$ cat config.mk
export PLATFORM = sky130hd
export DESIGN_NAME = oc8051_xdata_ctrl
export DESIGN_NICKNAME = d
export VERILOG_FILES = /design/src/rtl/oc8051_xdata_ctrl.sv
export SDC_FILE = /design/constraint.sdc
export NUM_CORES = 1
export LEC_CHECK = 0
export ABC_CLOCK_PERIOD_IN_PS = 1100
export BUFFER_PORTS_ARGS = -buffer_cell sky130_fd_sc_hd__buf_2
export CORE_MARGIN = 1
export CORE_UTILIZATION = 42
export CTS_BUF_LIST = sky130_fd_sc_hd__clkbuf_8
export DETAILED_ROUTE_END_ITERATION = 10
export PLACE_DENSITY = 0.78
export SLEW_MARGIN = 20
export SYNTH_ARGS = -nofsm -noshare
export SYNTH_HDL_FRONTEND = slang
export SYNTH_SLANG_ARGS = --single-unit
$ cat constraint.sdc
create_clock -name clk -period 1.1 [get_ports clk]
set_input_delay 0 -clock clk [delete_from_list [all_inputs] [get_ports clk]]
set_output_delay 0 -clock clk [all_outputs]
set_load 0.05 [all_outputs]
$ cat src/rtl/oc8051_xdata_ctrl.sv
// oc8051_xdata_ctrl: MOVX external data memory access controller.
// Runs one strobe/acknowledge bus cycle per MOVX instruction. It takes the
// address from DPTR or from {P2,Ri} and stalls the core until the cycle completes.
// Build option: define OC8051_XDATA_TIMEOUT_EN to abort accesses that wait
// TIMEOUT cycles for xdata_ack. Aborted reads return 8'hFF and pulse xdata_err.
module oc8051_xdata_ctrl #(
    parameter int TIMEOUT = 255
) (
    input  logic        clk,
    input  logic        rst,
    input  logic        movx_rd,
    input  logic        movx_wr,
    input  logic        addr_sel,
    input  logic [7:0]  dptr_hi,
    input  logic [7:0]  dptr_lo,
    input  logic [7:0]  p2,
    input  logic [7:0]  ri,
    input  logic [7:0]  wr_data,
    output logic [15:0] xdata_addr,
    output logic [7:0]  xdata_dat_o,
    input  logic [7:0]  xdata_dat_i,
    output logic        xdata_we,
    output logic        xdata_stb,
    input  logic        xdata_ack,
    output logic [7:0]  rd_data,
    output logic        rd_valid,
    output logic        stall,
    output logic        xdata_err
);

    localparam logic [1:0] IDLE = 2'd0;
    localparam logic [1:0] REQ  = 2'd1;
    localparam logic [1:0] DONE = 2'd2;

    // The abort window is held in an 8-bit counter, so TIMEOUT must fit in 1..255.
    if (TIMEOUT < 1 || TIMEOUT > 255) begin : g_bad_timeout
        $error("oc8051_xdata_ctrl: TIMEOUT must be in 1..255");
    end

    logic [1:0]  state_q, state_d;
    logic [15:0] xdata_addr_q, xdata_addr_d;
    logic [7:0]  xdata_dat_o_q, xdata_dat_o_d;
    logic        xdata_we_q, xdata_we_d;
    logic        xdata_stb_q, xdata_stb_d;
    logic [7:0]  rd_data_q, rd_data_d;
    logic        rd_valid_q, rd_valid_d;

`ifdef OC8051_XDATA_TIMEOUT_EN
    localparam logic [7:0] TimeoutLast = 8'(TIMEOUT - 1);

    logic [7:0]  cnt_q, cnt_d;
    logic        xdata_err_q, xdata_err_d;
`endif

    // Next-state logic: accept in IDLE, wait for ack (or abort) in REQ, then one DONE cycle
    always_comb begin
        state_d       = state_q;
        xdata_addr_d  = xdata_addr_q;
        xdata_dat_o_d = xdata_dat_o_q;
        xdata_we_d    = xdata_we_q;
        xdata_stb_d   = xdata_stb_q;
        rd_data_d     = rd_data_q;
        rd_valid_d    = 1'b0;
`ifdef OC8051_XDATA_TIMEOUT_EN
        cnt_d         = cnt_q;
        xdata_err_d   = 1'b0;
`endif
        case (state_q)
            IDLE: begin
                if (movx_rd || movx_wr) begin
                    xdata_addr_d  = addr_sel ? {dptr_hi, dptr_lo} : {p2, ri};
                    xdata_dat_o_d = wr_data;
                    xdata_we_d    = movx_wr;
                    xdata_stb_d   = 1'b1;
`ifdef OC8051_XDATA_TIMEOUT_EN
                    cnt_d         = 8'd0;
`endif
                    state_d       = REQ;
                end
            end
            REQ: begin
                if (xdata_ack) begin
                    if (!xdata_we_q) begin
                        rd_data_d  = xdata_dat_i;
                        rd_valid_d = 1'b1;
                    end
                    xdata_stb_d = 1'b0;
                    xdata_we_d  = 1'b0;
                    state_d     = DONE;
                end
`ifdef OC8051_XDATA_TIMEOUT_EN
                else if (cnt_q == TimeoutLast) begin
                    if (!xdata_we_q) begin
                        rd_data_d  = 8'hFF;
                        rd_valid_d = 1'b1;
                    end
                    xdata_stb_d = 1'b0;
                    xdata_we_d  = 1'b0;
                    xdata_err_d = 1'b1;
                    state_d     = DONE;
                end else if (cnt_q != 8'hFF) begin
                    cnt_d = cnt_q + 8'd1;
                end
`endif
            end
            DONE: begin
                state_d = IDLE;
            end
            default: begin
                state_d = IDLE;
            end
        endcase
    end

    // State and bus registers; reset abandons any access in flight
    always_ff @(posedge clk or posedge rst) begin
        if (rst) begin
            state_q       <= IDLE;
            xdata_addr_q  <= 16'h0000;
            xdata_dat_o_q <= 8'h00;
            xdata_we_q    <= 1'b0;
            xdata_stb_q   <= 1'b0;
            rd_data_q     <= 8'h00;
            rd_valid_q    <= 1'b0;
        end else begin
            state_q       <= state_d;
            xdata_addr_q  <= xdata_addr_d;
            xdata_dat_o_q <= xdata_dat_o_d;
            xdata_we_q    <= xdata_we_d;
            xdata_stb_q   <= xdata_stb_d;
            rd_data_q     <= rd_data_d;
            rd_valid_q    <= rd_valid_d;
        end
    end

`ifdef OC8051_XDATA_TIMEOUT_EN
    // Wait counter and abort flag for the timeout option
    always_ff @(posedge clk or posedge rst) begin
        if (rst) begin
            cnt_q       <= 8'd0;
            xdata_err_q <= 1'b0;
        end else begin
            cnt_q       <= cnt_d;
            xdata_err_q <= xdata_err_d;
        end
    end

    assign xdata_err = xdata_err_q;
`else
    assign xdata_err = 1'b0;
`endif

    assign xdata_addr  = xdata_addr_q;
    assign xdata_dat_o = xdata_dat_o_q;
    assign xdata_we    = xdata_we_q;
    assign xdata_stb   = xdata_stb_q;
    assign rd_data     = rd_data_q;
    assign rd_valid    = rd_valid_q;
    // Stall the core while a request is being accepted or a bus cycle is open.
    // Reset releases the core at once.
    assign stall = !rst && (((state_q == IDLE) && (movx_rd || movx_wr)) || (state_q == REQ));

endmodule
==> flow_summary.yaml <==
outcome:
  status: "finished with violations"
  failed_checks: "negative setup slack"
clock_tree:
  cts-buffers-inserted: 5
  path_clk_slew_ns: 0.08
  clk_latency_ns: 0.29
  max-clock-path-buffers: 2
  tritoncts: "done"
  htreeDepth: 2
  clkSinkCount: 37
  cts_root_buffer: "clkbuf_8"
finish:
  final_cell_mix: "buf_2 (87), dfrtp_1 (35), mux2_4 (27)"
  stdcell_count: 274
  drive_gt1_share_pct: 73.0
  fin_util_pct: 69.8
  antenna_cells: 0
  final_common_cell: "buf_2"
  fin_nets: 279
  seq_area_um2: 928
  multiInputGateArea_um2: 785
  fill_cells: 266
  syn_to_final_growth_pct: 53.6
timing:
  period_needed_ns: 1.27
  setup_tns_ns: -4.89
  setup_viol: 34
  period_share_pct: 115
  clock.fmax_mhz: 790
  skew_ns: 0.00133
  slew_viol_final: 0
  hold_viol_final: 0
  layout_setup_ws_ns: -0.166
  rsz0062_at_grt: "yes"
global_route:
  grt_pass1_wl_mm: 6.29
  grt_usage_pct: 19.9
  gr-usage-met3_pct: 5.69
  overflow: 0
  busiest_layer: "met2"
  met2_usage_pct: 37.1
  grt_max_degree: 22
  grt_pass1_vias: 1349
  grt_antenna_before_repair: 0
  gr-usage-met1_pct: 20.9
floorplanning:
  fp.dieH_um: 66.1
  ios: 91
  die_w_um: 66.1
  num_rows: 22
  die_area_um2: 4370
  core_area_um2: 3800
  start_util_pct: 45.4
critical_path:
  critPathKind: "reg -> reg"
  cp_max_fo: 4
  cp.required_ns: 1.28
  rrSetupSlack_ns: -0.17
  cp.arrival_ns: 1.45
  worst_setup_path_start_kind: "flip-flop"
  endpoint_kind: "flip-flop"
logic_synthesis:
  synth.yosys.warnings: 0
  syn-instance-count: 105
  yosysUniqueCellTypes: 19
  synth-seq-cells: 37
  ys_seq_area_share_pct: 53.7
  syn_area_um2: 1730
  syn-num-nets: 159
  syn_area_per_cell_um2: 16.4
routing:
  wl_mm: 3.91
  ant_nets: 0
  wl_per_cell_um: 14.3
  vias: 1257
  drt_iter0_drc: 39
  drtPass1Iterations: 4
  vias_per_cell: 4.59
  drc_errors: 0
pwr:
  powerDensity_nw_per_um2: 3330
  p_total_mw: 8.83
  p_leak_nw: 1.37
  peakVddDrop_mv: 1.57
worst_hold_path:
  hold_class: "in -> reg"
placement:
  dp_slack_ns: -0.170
  dpl.hpwl_mm: 2.68
  gp_congestion: 0.796
  dp.cells: 246
  placement.io_buffers: 89
job:
  cap_violations: 0
[flip-flops by register name (all words and copies together) (netlist names)]
name         flops
xdata_addr      16
rd_data          8
xdata_dat_o      8
state_q          2
rd_valid         1
xdata_stb        1
xdata_we         1
[worst max-delay path, stage by stage (launching register included)]
cell	delay [ns]
dfrtp_1	0.42
nand3b_4	0.23
nor2_4	0.16
mux2_2	0.35
[worst paths after layout]
check / start / endpoint / depth (start not counted)
min: dptr_hi[6] / xdata_addr[14]$_DFFE_PP0P_ / 3
max reg2reg: state_q[1]$_DFFE_PP0P_ / rd_data[0]$_DFFE_PP0P_ / 3
min reg2reg: xdata_addr[1]$_DFFE_PP0P_ / xdata_addr[1]$_DFFE_PP0P_ / 1
max: state_q[1]$_DFFE_PP0P_ / rd_data[0]$_DFFE_PP0P_ / 3
max in group asynchronous: rst / state_q[0]$_DFFE_PP0P_ / 4
min in group asynchronous: rst / xdata_dat_o[6]$_DFFE_PP0P_ / 4
[cells by family (layout without fill, tap and decap cells)]
family / count (synthesis) / in the layout / share of synthesized area [%]
muxes: 48 / 48 / 35.7
DFF: 37 / 37 / 53.7
and+or+nand+nor: 9 / 10 / 4.71
buffers and inverters: 7 / 127 / 3.99
AOI/OAI and AO/OA: 3 / 3 / 1.74
other: 1 / 1 / 0.217
[where the power goes]
part	leakage (nW)	internal, mW	switching [mW]	total [mW]
registers	0.434	2.05	0.417	2.47
logic	0.878	1.84	3.33	5.18
clock network	0.0543	0.678	0.509	1.19
total	1.37	4.57	4.26	8.83
[final cells by class]
class                   count  share of cell area [%]
clock buffers               5                    2.60
inverters                   2                   0.283
clock inverters             3                    1.75
well taps                  48                    2.27
repair buffers            117                    28.5
flip-flops and latches     37                    35.0
multi-input cells          62                    29.6
[synth_stat cells (all sizes together)]
| cell type | number | area (um2) |
|---|---|---|
| a31o | 1 | 8.76 |
| and2 | 1 | 6.26 |
| buf | 5 | 61.3 |
| conb | 1 | 3.75 |
| dfrtp | 37 | 926 |
| inv | 2 | 7.51 |
| mux2 | 48 | 616 |
| nand2 | 2 | 7.51 |
| nand2b | 1 | 6.26 |
| nand3b | 1 | 20.0 |
| nor2 | 2 | 31.3 |
| nor3 | 2 | 10.0 |
| o21ai | 2 | 21.3 |
[layer usage]
layer	share of wire [%]	vias up
met5	0	-
met4	1.7	0
met3	6.9	6
met2	51	58
met1	40	582
li1	-	611
[stage by stage]
step | hold slack (ns) | instance area (um2)
2_1_floorplan | 0.101 | 1740
3_3_place_gp | 0.0551 | 2290
3_5_place_dp | 0.0600 | 2290
4_1_cts | 0.0516 | 2640
5_1_grt | 0.0504 | 2650
6_report | 0.0603 | 2650
[what timing repair did]
action                     4_1_cts  5_1_grt
buffers inserted                 1        0
setup endpoints to repair       34       35
gates cloned                     1        0
hold buffers                    18        0
hold endpoints to repair        54        0
resized for setup               11        2
pin swaps                        4        1
Power figures use the tool's default switching activity.
